$ cat config.mk
export PLATFORM = sky130hd
export DESIGN_NAME = pipe_hazard_ctrl_flat
export DESIGN_NICKNAME = d
export VERILOG_FILES = /design/src/rtl/pipe_hazard_pkg.sv /design/src/rtl/pipe_hazard_ctrl_if.sv /design/src/rtl/pipe_hazard_ctrl_mem_wait_ctr.sv /design/src/rtl/pipe_hazard_ctrl.sv /design/src/flat_wrapper.sv
export SDC_FILE = /design/constraint.sdc
export NUM_CORES = 1
export LEC_CHECK = 0
export CAP_MARGIN = 20
export CORE_UTILIZATION = 41
export CTS_CLUSTER_DIAMETER = 30
export CTS_CLUSTER_SIZE = 8
export DETAILED_ROUTE_END_ITERATION = 8
export PLACE_DENSITY = 0.77
export SLEW_MARGIN = 20
export SYNTH_ARGS = -nofsm -noshare
export SYNTH_HDL_FRONTEND = slang
export SYNTH_SLANG_ARGS = --single-unit
$ cat constraint.sdc
create_clock -name clk_i -period 2.15 [get_ports clk_i]
set_clock_uncertainty 0.15 [all_clocks]
set_input_delay 0.215 -clock clk_i [delete_from_list [all_inputs] [get_ports clk_i]]
set_output_delay 0.215 -clock clk_i [all_outputs]
set_load 0.03 [all_outputs]
$ cat src/rtl/pipe_hazard_pkg.sv
// Shared types for the RV32I hazard unit: forward-select encoding and E/M/W shadow entries.
// Latency: n/a (types and a pure helper function only).
// Backpressure: n/a.
package pipe_hazard_pkg;

  // Register-specifier width used by the shadow entries and as the default for the unit.
  localparam int REG_ADDR_WIDTH_DFLT = 5;

  typedef logic [REG_ADDR_WIDTH_DFLT-1:0] reg_addr_t;

  typedef enum logic [1:0] {
    FWD_NONE = 2'b00,
    FWD_W    = 2'b01,
    FWD_M    = 2'b10
  } fwd_sel_e;

  // Instruction sitting in E: sources are needed for forwarding, rd/flags for hazards.
  typedef struct packed {
    logic      vld;
    reg_addr_t rs1;
    reg_addr_t rs2;
    reg_addr_t rd;
    logic      regwrite;
    logic      load;
  } e_entry_t;

  typedef struct packed {
    logic      vld;
    reg_addr_t rd;
    logic      regwrite;
    logic      load;
  } m_entry_t;

  typedef struct packed {
    logic      vld;
    reg_addr_t rd;
    logic      regwrite;
  } w_entry_t;

  // Picks the youngest in-flight producer of src; M wins over W, x0 never forwards.
  function automatic fwd_sel_e fwd_pick(input reg_addr_t src, input m_entry_t m, input w_entry_t w);
    if (m.vld && m.regwrite && (m.rd != '0) && (m.rd == src)) return FWD_M;
    if (w.vld && w.regwrite && (w.rd != '0) && (w.rd == src)) return FWD_W;
    return FWD_NONE;
  endfunction

endpackage

$ cat src/rtl/pipe_hazard_ctrl_if.sv
// Decode-stage footprint in, per-stage stall/flush and E-stage forward selects out.
// Latency: n/a (wires only).
// Backpressure: n/a; stalls travel as plain level signals on this bundle.
interface pipe_hazard_ctrl_if
  import pipe_hazard_pkg::*;
#(
  parameter int REG_ADDR_WIDTH = REG_ADDR_WIDTH_DFLT
);
  logic [REG_ADDR_WIDTH-1:0] Rs1D_i;
  logic [REG_ADDR_WIDTH-1:0] Rs2D_i;
  logic [REG_ADDR_WIDTH-1:0] RdD_i;
  logic                      RegWriteD_i;
  logic                      LoadD_i;
  logic                      PCSrcE_i;
  logic                      StallF_o;
  logic                      StallD_o;
  logic                      StallE_o;
  logic                      StallM_o;
  logic                      FlushD_o;
  logic                      FlushE_o;
  logic                      FlushW_o;
  logic [1:0]                ForwardAE_o;
  logic [1:0]                ForwardBE_o;

  // Pipeline side: supplies decode fields, consumes controls.
  modport master (
    output Rs1D_i, Rs2D_i, RdD_i, RegWriteD_i, LoadD_i, PCSrcE_i,
    input  StallF_o, StallD_o, StallE_o, StallM_o, FlushD_o, FlushE_o, FlushW_o,
    input  ForwardAE_o, ForwardBE_o
  );

  // Hazard unit side.
  modport slave (
    input  Rs1D_i, Rs2D_i, RdD_i, RegWriteD_i, LoadD_i, PCSrcE_i,
    output StallF_o, StallD_o, StallE_o, StallM_o, FlushD_o, FlushE_o, FlushW_o,
    output ForwardAE_o, ForwardBE_o
  );
endinterface

$ cat src/rtl/pipe_hazard_ctrl_mem_wait_ctr.sv
// Loadable down-counter that holds the pipeline while a multi-cycle data-memory read completes.
// Latency: busy_o rises the cycle after load_i and stays high for load_val_i cycles.
// Backpressure: busy_o is the hold request; it cannot itself be stalled.
module mem_wait_ctr #(
  parameter int WIDTH = 1
) (
  input  logic             clk_i,
  input  logic             rst_i,
  input  logic             load_i,
  input  logic [WIDTH-1:0] load_val_i,
  output logic             busy_o
);

  logic [WIDTH-1:0] cnt_q, cnt_d;

  // Reload on a new load entering M, otherwise count down to zero and park.
  always_comb begin
    cnt_d = cnt_q;
    if (load_i) begin
      cnt_d = load_val_i;
    end else if (cnt_q != '0) begin
      cnt_d = cnt_q - 1'b1;
    end
  end

  // Counter register; reset drops busy immediately.
  always_ff @(posedge clk_i or negedge rst_i) begin
    if (!rst_i) begin
      cnt_q <= '0;
    end else begin
      cnt_q <= cnt_d;
    end
  end

  assign busy_o = (cnt_q != '0);

endmodule

$ cat src/rtl/pipe_hazard_ctrl.sv
// Hazard/pipeline control for the 5-stage RV32I core; optional forwarding via PIPE_HAZARD_FWD_EN.
// Latency: controls are combinational from E/M/W shadow state, wait counter and D inputs.
// Backpressure: load-use/interlock stalls F/D and bubbles E; memory wait freezes F..M and bubbles W.
module pipe_hazard_ctrl
  import pipe_hazard_pkg::*;
#(
  parameter int REG_ADDR_WIDTH = REG_ADDR_WIDTH_DFLT,
  parameter int LOAD_LATENCY   = 1
) (
  input  logic              clk_i,
  input  logic              rst_i,
  pipe_hazard_ctrl_if.slave hz
);

  localparam int CTR_W = (LOAD_LATENCY > 1) ? $clog2(LOAD_LATENCY) : 1;
  localparam logic [CTR_W-1:0] WAIT_LOAD = CTR_W'(LOAD_LATENCY - 1);
  localparam bit WAIT_EN = (LOAD_LATENCY > 1);

  logic [REG_ADDR_WIDTH-1:0] rs1_d, rs2_d, rd_d;
  e_entry_t e_q, e_d;
  m_entry_t m_q, m_d;
  w_entry_t w_q, w_d;
  logic     busy, load_en, hazard;
  logic     stall_f, stall_d, stall_e, stall_m, flush_d, flush_e, flush_w;
  fwd_sel_e fwd_a, fwd_b;
  logic     unused_shadow;

  assign rs1_d = hz.Rs1D_i;
  assign rs2_d = hz.Rs2D_i;
  assign rd_d  = hz.RdD_i;

  // A valid load leaving E while nothing is frozen arms the wait for the remaining read cycles.
  assign load_en = WAIT_EN && !busy && e_q.vld && e_q.load;

  mem_wait_ctr #(.WIDTH(CTR_W)) u_wait (
    .clk_i      (clk_i),
    .rst_i      (rst_i),
    .load_i     (load_en),
    .load_val_i (WAIT_LOAD),
    .busy_o     (busy)
  );

  // Hazard detection and forward selects; priority is memory wait, then branch, then data hazard.
  always_comb begin
    stall_f = 1'b0;
    stall_d = 1'b0;
    stall_e = 1'b0;
    stall_m = 1'b0;
    flush_d = 1'b0;
    flush_e = 1'b0;
    flush_w = 1'b0;
`ifdef PIPE_HAZARD_FWD_EN
    fwd_a  = fwd_pick(e_q.rs1, m_q, w_q);
    fwd_b  = fwd_pick(e_q.rs2, m_q, w_q);
    // Only a load in E cannot be forwarded in time.
    hazard = e_q.vld && e_q.load && (e_q.rd != '0) &&
             ((e_q.rd == rs1_d) || (e_q.rd == rs2_d));
`else
    fwd_a  = FWD_NONE;
    fwd_b  = FWD_NONE;
    // Without bypasses, wait until the producer reaches W (register file writes first).
    hazard = (e_q.vld && e_q.regwrite && (e_q.rd != '0) &&
              ((e_q.rd == rs1_d) || (e_q.rd == rs2_d))) ||
             (m_q.vld && m_q.regwrite && (m_q.rd != '0) &&
              ((m_q.rd == rs1_d) || (m_q.rd == rs2_d)));
`endif
    if (busy) begin
      stall_f = 1'b1;
      stall_d = 1'b1;
      stall_e = 1'b1;
      stall_m = 1'b1;
      flush_w = 1'b1;
    end else if (hz.PCSrcE_i) begin
      flush_d = 1'b1;
      flush_e = 1'b1;
    end else if (hazard) begin
      stall_f = 1'b1;
      stall_d = 1'b1;
      flush_e = 1'b1;
    end
  end

  // Shadow advance mirrors the real pipeline registers under the same stall/flush controls.
  always_comb begin
    e_d = e_q;
    m_d = m_q;
    w_d = '0;
    if (!busy) begin
      w_d = '{vld: m_q.vld, rd: m_q.rd, regwrite: m_q.regwrite};
      m_d = '{vld: e_q.vld, rd: e_q.rd, regwrite: e_q.regwrite, load: e_q.load};
      if (flush_e) begin
        e_d = '0;
      end else begin
        e_d = '{vld: 1'b1, rs1: rs1_d, rs2: rs2_d, rd: rd_d,
                regwrite: hz.RegWriteD_i, load: hz.LoadD_i};
      end
    end
  end

  // Shadow registers; bubbles are all-zero so stale specifiers never match.
  always_ff @(posedge clk_i or negedge rst_i) begin
    if (!rst_i) begin
      e_q <= '0;
      m_q <= '0;
      w_q <= '0;
    end else begin
      e_q <= e_d;
      m_q <= m_d;
      w_q <= w_d;
    end
  end

  // Some shadow fields are kept for visibility but not consumed in every build.
  assign unused_shadow = ^{e_q, m_q, w_q};

  assign hz.StallF_o    = stall_f;
  assign hz.StallD_o    = stall_d;
  assign hz.StallE_o    = stall_e;
  assign hz.StallM_o    = stall_m;
  assign hz.FlushD_o    = flush_d;
  assign hz.FlushE_o    = flush_e;
  assign hz.FlushW_o    = flush_w;
  assign hz.ForwardAE_o = fwd_a;
  assign hz.ForwardBE_o = fwd_b;

endmodule

$ cat src/flat_wrapper.sv
// flat-port wrapper written by rule: the top's interface ports become plain ports
module pipe_hazard_ctrl_flat import pipe_hazard_pkg::*;
#(
  parameter int REG_ADDR_WIDTH = REG_ADDR_WIDTH_DFLT,
  parameter int LOAD_LATENCY   = 1
)
  (clk_i, rst_i, hz_Rs1D_i, hz_Rs2D_i, hz_RdD_i, hz_RegWriteD_i, hz_LoadD_i, hz_PCSrcE_i, hz_StallF_o, hz_StallD_o, hz_StallE_o, hz_StallM_o, hz_FlushD_o, hz_FlushE_o, hz_FlushW_o, hz_ForwardAE_o, hz_ForwardBE_o);
  pipe_hazard_ctrl_if #(.REG_ADDR_WIDTH(REG_ADDR_WIDTH)) hz_i ();
  input  logic clk_i;
  input  logic rst_i;
  input wire logic [$bits(hz_i.Rs1D_i)-1:0] hz_Rs1D_i;
  input wire logic [$bits(hz_i.Rs2D_i)-1:0] hz_Rs2D_i;
  input wire logic [$bits(hz_i.RdD_i)-1:0] hz_RdD_i;
  input wire logic [$bits(hz_i.RegWriteD_i)-1:0] hz_RegWriteD_i;
  input wire logic [$bits(hz_i.LoadD_i)-1:0] hz_LoadD_i;
  input wire logic [$bits(hz_i.PCSrcE_i)-1:0] hz_PCSrcE_i;
  output wire logic [$bits(hz_i.StallF_o)-1:0] hz_StallF_o;
  output wire logic [$bits(hz_i.StallD_o)-1:0] hz_StallD_o;
  output wire logic [$bits(hz_i.StallE_o)-1:0] hz_StallE_o;
  output wire logic [$bits(hz_i.StallM_o)-1:0] hz_StallM_o;
  output wire logic [$bits(hz_i.FlushD_o)-1:0] hz_FlushD_o;
  output wire logic [$bits(hz_i.FlushE_o)-1:0] hz_FlushE_o;
  output wire logic [$bits(hz_i.FlushW_o)-1:0] hz_FlushW_o;
  output wire logic [$bits(hz_i.ForwardAE_o)-1:0] hz_ForwardAE_o;
  output wire logic [$bits(hz_i.ForwardBE_o)-1:0] hz_ForwardBE_o;
  assign hz_i.Rs1D_i = hz_Rs1D_i;
  assign hz_i.Rs2D_i = hz_Rs2D_i;
  assign hz_i.RdD_i = hz_RdD_i;
  assign hz_i.RegWriteD_i = hz_RegWriteD_i;
  assign hz_i.LoadD_i = hz_LoadD_i;
  assign hz_i.PCSrcE_i = hz_PCSrcE_i;
  assign hz_StallF_o = hz_i.StallF_o;
  assign hz_StallD_o = hz_i.StallD_o;
  assign hz_StallE_o = hz_i.StallE_o;
  assign hz_StallM_o = hz_i.StallM_o;
  assign hz_FlushD_o = hz_i.FlushD_o;
  assign hz_FlushE_o = hz_i.FlushE_o;
  assign hz_FlushW_o = hz_i.FlushW_o;
  assign hz_ForwardAE_o = hz_i.ForwardAE_o;
  assign hz_ForwardBE_o = hz_i.ForwardBE_o;
  pipe_hazard_ctrl #(.REG_ADDR_WIDTH(REG_ADDR_WIDTH), .LOAD_LATENCY(LOAD_LATENCY)) u_core (.clk_i(clk_i), .rst_i(rst_i), .hz(hz_i));
endmodule
* Yosys cells after proc, flatten, opt, wreduce, memory -nomap -nowiden
Cells that the tools add are included.
** Operators by class
- $add $sub $neg :: 1
- Equal/unequal tests :: 4
- Multiplexer cells :: 10
- Reduce and logical (&&, ||, !) cells :: 11
** Operators with widths (number)
- $eq A5 B5 Y1 :: 4
- $mux W18 :: 1
- $reduce_bool A5 Y1 :: 2
- $mux W1 :: 9
- $logic_and A1 B1 Y1 :: 6
- $logic_or A1 B1 Y1 :: 3
- $sub A1 B1 Y1 const B :: 1
** Storage, ports and cells
- Flip-flop bits (word level) :: 15

* Logic depth before layout (Yosys ltp)
Gate-level depths: netlist of run 1.
- Word-level depth :: 8
- Depth in mapped cells :: 6

* By module
A second synthesis of run 1 with hierarchy kept.
** Unflattened totals
- Cells, all modules :: 80
- Area total of the unflattened synthesis :: 893.4 um^2
** Modules (own cells, without submodules)
- pipe_hazard_ctrl :: instances 1, cells an instance 78, area an instance 862.1 um^2, sequential area each 350.3 um^2
- mem_wait_ctr :: instances 1, cells an instance 2, area an instance 31.3 um^2, sequential area each 25.0 um^2

* Worst setup path before layout of run 1
OpenSTA, ideal clock, no wires.
- Kind :: reg2out
- From :: register u_core.e_q[6] in the netlist's numbering
- To :: output port hz_StallF_o
- Arrival :: 1.757 ns
- Data required time :: 1.785 ns
- Slack :: 0.028 ns
- Cell stages (with the launch flop) :: 7
- Buffers on the path :: 1
- Cell sequence :: dfrtp_1 > xnor2_1 > nand3_1 > o22ai_1 > a22oi_1 > nor2_1 > buf_4
** Between the ends
- Longest elaborated chain between the ends :: 7
- Elaborated cells on any way between the ends :: 10
- Those cells by class :: eq/ne: 2; mux: 3; reduce/logical: 5
** Ends and longest elaborated chain
- from (decl) :: RTL line pipe_hazard_ctrl.sv:20 : e_entry_t e_q, e_d;
- from (signal assigned) :: RTL line pipe_hazard_ctrl.sv:103 : e_q <= '0;
- from (signal assigned) :: RTL line pipe_hazard_ctrl.sv:107 : e_q <= e_d;
- $eq A5 B5 Y1 / $reduce_bool A5 Y1 (equally long branches) :: RTL line pipe_hazard_ctrl.sv:63, pipe_hazard_ctrl.sv:62
- $logic_or A1 B1 Y1 / $logic_and A1 B1 Y1 (equally long branches) :: RTL line pipe_hazard_ctrl.sv:63, pipe_hazard_ctrl.sv:62
- $logic_and A1 B1 Y1 * :: RTL line pipe_hazard_ctrl.sv:62 : hazard = (e_q.vld && e_q.regwrite && (e_q.rd != '0) &&
- $logic_or A1 B1 Y1 * :: RTL line pipe_hazard_ctrl.sv:63 : ((e_q.rd == rs1_d) || (e_q.rd == rs2_d))) ||
- $mux W1 * (3 in a row)
- to (decl) :: RTL line flat_wrapper.sv:17 : output wire logic [$bits(hz_i.StallF_o)-1:0] hz_StallF_o;
Mark *: on every way between the ends. The rest lies on a longest branch, timed or not.

* Worst setup path after layout of run 1
- From :: register u_core.e_q[6] in the netlist's numbering
- To :: output port hz_FlushE_o
** Between the ends
- Longest elaborated chain between the ends :: 7
- Elaborated cells on any way between the ends :: 10
- Those cells by class :: eq/ne: 2; mux: 3; reduce/logical: 5
** Ends and longest elaborated chain
- $eq A5 B5 Y1 / $reduce_bool A5 Y1 (equally long branches) :: RTL line pipe_hazard_ctrl.sv:63, pipe_hazard_ctrl.sv:62
- $logic_or A1 B1 Y1 / $logic_and A1 B1 Y1 (equally long branches) :: RTL line pipe_hazard_ctrl.sv:63, pipe_hazard_ctrl.sv:62
- $logic_and A1 B1 Y1 * :: RTL line pipe_hazard_ctrl.sv:62
- $logic_or A1 B1 Y1 * :: RTL line pipe_hazard_ctrl.sv:63
- $mux W1 * :: RTL line pipe_hazard_ctrl.sv:76 : end else if (hazard) begin
- $mux W1 * :: RTL line pipe_hazard_ctrl.sv:73 : end else if (hz.PCSrcE_i) begin
- $mux W1 * :: RTL line pipe_hazard_ctrl.sv:67 : if (busy) begin
- to (decl) :: RTL line flat_wrapper.sv:22 : output wire logic [$bits(hz_i.FlushE_o)-1:0] hz_FlushE_o;
Marked as above.

==> results of run 1 <==
-- cell type report --
cell class	count	area, um^2	area share
tap	25	31.3	0.0291
sequential	14	350	0.326
multi-input combinational	50	398	0.370
clock buffer	3	22.5	0.0210
timing repair buffer	29	269	0.250
inverter	1	3.75	0.00349
-- state kept, by name (all words and copies together), names as in the netlist --
name	flops
u_core.m_q	7
u_core.e_q	7
-- cell families after synthesis --
| kind of cell | count (synthesis) | share of synthesized area |
|---|---|---|
| DFF | 14 | 0.457 |
| buffers and inverters | 10 | 0.0930 |
| and+or+nand+nor | 17 | 0.116 |
| xor gates and xnor gates | 20 | 0.228 |
| AOI/OAI and AO/OA | 6 | 0.101 |
| other | 1 | 0.00489 |
-- how the worst min path moves through the flow --
stage | from | to | slack, ns | cells after the start
after floorplan | rst_i | u_core.e_q[17] | -0.23 | 0
after global placement | u_core.e_q[1] | u_core.m_q[1] | 0.23 | 0
after detailed placement | u_core.e_q[17] | u_core.m_q[7] | 0.24 | 0
after CTS | rst_i | u_core.e_q[1] | 0.17 | 1
after global routing | rst_i | u_core.m_q[3] | 0.20 | 1
final | rst_i | u_core.e_q[4] | 0.16 | 1
-- critical path, cell delays in order, from the launching register on --
cell and delay, ns:
dfrtp_1 0.38, or3_4 0.39, o311a_4 0.33, a221oi_4 0.29
inv_1 0.08, buf_6 0.14
-- per-stage QoR --
stage,util,setup TNS (ns),instance area (um^2)
detailed placement,0.575,-0.0128,1000
global route,0.616,-0.490,1070
floorplan,-,0,790
finish,0.616,-0.127,1070
CTS,0.605,-0.215,1060
global placement,0.575,0,1000
-- synth_stat cells (2+ instances only) --
| cell | n | area, um^2 |
|---|---|---|
| or3_1 | 2 | 12.5 |
| buf_4 | 9 | 67.6 |
| dfrtp_1 | 14 | 350 |
| and2_1 | 6 | 37.5 |
| nand3_1 | 4 | 20.0 |
| nand2_1 | 4 | 15.0 |
| xnor2_1 | 20 | 175 |
| o22ai_1 | 2 | 12.5 |
-- per-layer routing --
metal,share of wire,vias to the layer above,GRT usage
met2,0.57,25,0.319
met5,0,-,0
met1,0.35,252,0.154
li1,-,269,-
met3,0.077,2,0.0240
met4,0.0037,0,0.0909
-- timing repair --
action	CTS	global route
buffers inserted	2	0
resized for setup	3	2
pin swaps	1	3
hold buffers	0	0
setup endpoints to repair	3	3
-- power groups by stage --
stage | Sequential, mW | Combinational, mW | Clock, mW
after floorplan | 0.295 | 0.0891 | 0
after global placement | 0.295 | 0.140 | 0
after detailed placement | 0.295 | 0.144 | 0
after CTS | 0.289 | 0.153 | 0.140
after global routing | 0.292 | 0.170 | 0.155
final | 0.290 | 0.156 | 0.133
==> flow_summary.json, run 1 <==
{
  "combPwrFrac": 0.270,
  "dpl.hpwl_mm": 1.07,
  "finalSetupViolations": 3,
  "grt_max_degree": 15,
  "ys.flop_type": "dfrtp_1",
  "core_um2": 1750,
  "portBuffers": 22,
  "dieWidth_um": 45.3,
  "power.switching_uw": 153,
  "dieArea_um2": 2050,
  "grt_pass1_wl_mm": 2.25,
  "maxCapViolCount": 0,
  "violations": "negative setup slack",
  "place_congestion": 0.763,
  "dieHeight_um": 45.3,
  "path_clk_slew_ns": 0.07,
  "setup_ws_ns": -0.0833,
  "path_max_fanout": 2,
  "fin_nets": 119,
  "initial_core_util": 0.439,
  "start_kind": "register",
  "first_pass_iters": 4,
  "avgViaCountPerCell": 4.49,
  "cts_buffers": 3,
  "seq_power_share": 0.501,
  "syn-instance-count": 68,
  "r2r_setup_slack_ns": 0.26,
  "syn_area_um2": 767,
  "hold_path.class": "input port to asynchronous set/reset pin",
  "final_cells": 122,
  "ys_async_sr_fraction": 1.00,
  "r2r-end": "u_core.e_q[1]",
  "cp-end-kind": "output port",
  "clkPwrFrac": 0.229,
  "drc": 0,
  "mostFrequentLayoutCells": "20 x xnor2_1, 19 x clkdlybuf4s50_1, 14 x dfrtp_1, 9 x buf_4, 7 x conb_1",
  "clkLatencyLatePin_ns": 0.26,
  "cts.path.max_buffers": 2,
  "yosys_warnings": 0,
  "netlist-cell-type-count": 15,
  "tightest_slew_ns": 0.573,
  "worstSetupPathType": "register to output port",
  "num_io_pins": 31,
  "swShare": 0.264,
  "wl_per_cell_um": 11.1,
  "cts.sinks": 14,
  "vias": 548,
  "drive_gt1_frac": 0.186,
  "arrival_ns": 1.87,
  "status": "finished, violations left",
  "cts_htree_levels": 1,
  "critPathLaunch": "u_core.e_q[6]",
  "slew_viol_final": 0,
  "slew_headroom": 0.617,
  "holdWs_ns": 0.164,
  "antenna_found_initial": 0,
  "rr_startpoint": "u_core.e_q[6]",
  "period_share": 1.04,
  "pre_cts_slack_ns": -0.00687,
  "syn_area_per_cell_um2": 11.3,
  "ys_seq_area_frac": 0.457,
  "drtAntennaViolNets": 0,
  "finalHoldViolations": 0,
  "p_int_uw": 427,
  "track_usage": 0.161,
  "p_per_area_nw_per_um2": 539,
  "grt_pass1_vias": 595,
  "final_common_cell": "xnor2_1",
  "fmaxAchievable_mhz": 448,
  "clock-root-buffer": "clkbuf_4",
  "rows": 15,
  "syn_to_final_growth_pct": 40.1,
  "cts_tree": "done",
  "synth_edf_count": 0,
  "worstRegToRegCells": 5,
  "finalPower_uw": 579,
  "first_iter_violations": 4,
  "grt_setup_unrepaired": "yes",
  "leakagePower_nw": 0.441,
  "wl_mm": 1.36,
  "filler_cell_count": 159,
  "period_needed_ns": 2.23,
  "placed_cells": 117,
  "ir_drop_mv": 0.296,
  "overflow": 0,
  "diodes": 0,
  "ys_ff_latch": 14,
  "cp.required_ns": 1.78,
  "endpoint": "hz_FlushE_o"
}
No activity file was read; power rests on OpenSTA's default activity.
==> run 2, diff against run 1 <==
--- a/config.mk
+++ b/config.mk
@@ -5,6 +5,7 @@
 export SDC_FILE = /design/constraint.sdc
 export NUM_CORES = 1
 export LEC_CHECK = 0
+export ABC_AREA = 0
 export CAP_MARGIN = 20
 export CORE_UTILIZATION = 41
 export CTS_CLUSTER_DIAMETER = 30
==> results of run 2 <==
Final layout, timing and power as in run 1 (identical DEF).
==> run 3, diff against run 2 <==
--- a/config.mk
+++ b/config.mk
@@ -11,6 +11,7 @@
 export CTS_CLUSTER_DIAMETER = 30
 export CTS_CLUSTER_SIZE = 8
 export DETAILED_ROUTE_END_ITERATION = 8
+export GPL_TIMING_DRIVEN = 0
 export PLACE_DENSITY = 0.77
 export SLEW_MARGIN = 20
 export SYNTH_ARGS = -nofsm -noshare
==> flow_summary.json, run 3 (synthesis gave the netlist of run 1 again) <==
{
  "cts.sinks": 14,
  "finalHoldViolations": 0,
  "clock-root-buffer": "clkbuf_4",
  "slew_headroom": 0.605,
  "final_core_util": 0.664,
  "drc": 0,
  "grt_pass1_wl_mm": 2.33,
  "leakagePower_nw": 0.495,
  "path_max_fanout": 4,
  "period_share": 1.08,
  "combPwrFrac": 0.279,
  "dr_wl_met2_um": 808,
  "dieArea_um2": 2050,
  "dieWidth_um": 45.3,
  "cts_htree_levels": 1,
  "num_io_pins": 31,
  "place_congestion": 0.821,
  "violations": "negative setup slack",
  "status": "finished, violations left",
  "r2r-end": "u_core.e_q[6]",
  "grt_max_degree": 15,
  "worstRegToRegCells": 6,
  "diodes": 0,
  "track_usage": 0.163,
  "drive_gt1_frac": 0.290,
  "crit_family": "compound AO/OA/AOI/OAI gates",
  "max_stage_delay_ns": 0.44,
  "wl_mm": 1.41,
  "p_int_uw": 437,
  "tightest_slew_ns": 0.591,
  "ir_drop_mv": 0.371,
  "r2r_setup_slack_ns": 0.08,
  "reg_top3": "u_core.e_q (7), u_core.m_q (7)",
  "highest_layer": "met4",
  "power.switching_uw": 153,
  "final_common_cell": "xnor2_1",
  "core_um2": 1750,
  "ctsHoldBuffers": 0,
  "clkLatencyLatePin_ns": 0.26,
  "dpl.hpwl_mm": 1.05,
  "mostFrequentLayoutCells": "20 x xnor2_1, 19 x clkdlybuf4s50_1, 18 x buf_4, 13 x dfrtp_1, 7 x conb_1",
  "finalSetupViolations": 3,
  "clkPwrFrac": 0.223,
  "worstSetupPathType": "register to output port",
  "seq_power_share": 0.498,
  "dieHeight_um": 45.3,
  "path_cells": "or3_4 -> o311a_4 -> a22oi_2 -> nor2_1 -> buf_4 -> buf_6",
  "fin_area_um2": 1160,
  "overflow": 0,
  "p_per_area_nw_per_um2": 510,
  "period_needed_ns": 2.32,
  "syn_to_final_growth_pct": 51.1,
  "initial_core_util": 0.439,
  "start_kind": "register",
  "grt_pass1_vias": 592,
  "cts_tree": "done",
  "maxCapViolCount": 0,
  "place_area_um2": 1040,
  "first_pass_iters": 2,
  "crit_buf_inv": 2,
  "portBuffers": 22,
  "slew_viol_final": 0,
  "rr_startpoint": "u_core.e_q[3]",
  "cts.path.max_buffers": 2,
  "hold_path.class": "input port to asynchronous set/reset pin",
  "vias": 588,
  "cp-end-kind": "output port",
  "fin_nets": 129,
  "wl_met3_um": 86,
  "drtAntennaViolNets": 0,
  "wl_per_cell_um": 10.7,
  "crit_slowest_cell": "dfrtp_2",
  "cts_buffers": 3,
  "grt_setup_unrepaired": "yes",
  "avgViaCountPerCell": 4.45,
  "setup_ws_ns": -0.171,
  "swShare": 0.259,
  "fmaxAchievable_mhz": 431,
  "antenna_found_initial": 0,
  "arrival_ns": 1.96,
  "rows": 15,
  "first_iter_violations": 2,
  "cp.required_ns": 1.78,
  "path_clk_slew_ns": 0.07,
  "wl_met1_um": 507
}
-- run 3: changes by cell type in the layout (fill, tap and decap cells not counted) --
cell	before	now
o22ai_4	1	0
o22ai_1	1	0
dfrtp_1	14	13
buf_4	9	18
a22oi_1	1	0
dfrtp_2	0	1
o22ai_2	0	2
buf_6	1	2
a22oi_2	0	1
-- run 3: power groups by stage --
stage               clock [mW]  sequential (mW)  combinational, mW
global route             0.149            0.296              0.179
global placement             0            0.298              0.141
detailed placement           0            0.299              0.143
CTS                      0.136            0.293              0.162
finish                   0.132            0.294              0.165
floorplan                    0            0.295             0.0891
-- run 3: through the flow --
step	total power [mW]	cells	TNS, ns	hold WS [ns]	worst slack (ns)
3_3_place_gp	0.439	121	-1.43	0.228	-0.557
3_5_place_dp	0.442	121	-1.48	0.234	-0.583
4_1_cts	0.591	131	-0.377	0.182	-0.164
5_1_grt	0.624	132	-0.666	0.216	-0.258
6_report	0.590	132	-0.421	0.173	-0.171
2_1_floorplan	0.384	74	0	-0.231	0.0282
-- run 3: worst reg2reg max path, cell delays in order (launching register included) --
cell and delay, ns:
dfrtp_2 0.44, or3_4 0.40, o311a_4 0.33, a221oi_4 0.29
buf_4 0.16, buf_4 0.12, and2_1 0.12
-- run 3: area by class of cell --
class	instances	area (um^2)
Tap cell	25	31.3
Timing Repair Buffer	30	280
Inverter	1	3.75
Fill cell	156	587
Clock buffer	3	22.5
Multi-Input combinational cell	50	402
Sequential cell	14	352
Buffer	9	67.6
-- run 3: how the worst max path moves through the flow --
stage                  startpoint          end  slack [ns]  depth (start not counted)
floorplan           u_core.e_q[6]  hz_StallF_o        0.03                          6
finish              u_core.e_q[3]  hz_StallF_o       -0.17                          6
detailed placement   hz_Rs1D_i[4]  hz_StallF_o       -0.58                          8
global placement     hz_Rs1D_i[4]  hz_StallF_o       -0.56                          8
global route        u_core.e_q[3]  hz_StallF_o       -0.26                          6
CTS                 u_core.m_q[4]  hz_FlushE_o       -0.16                          5
-- run 3: routing by layer --
metal  global-route usage  up-vias
met1                0.161      271
li1                     -      292
met5                    0        -
met3               0.0120        2
met2                0.333       23
met4               0.0727        0
-- run 3: timing repair --
action	CTS	global route
pin swaps	6	3
gates resized for setup	24	2
setup endpoints to repair	3	4
buffers inserted	7	1
endpoints found under the hold margin	0	0
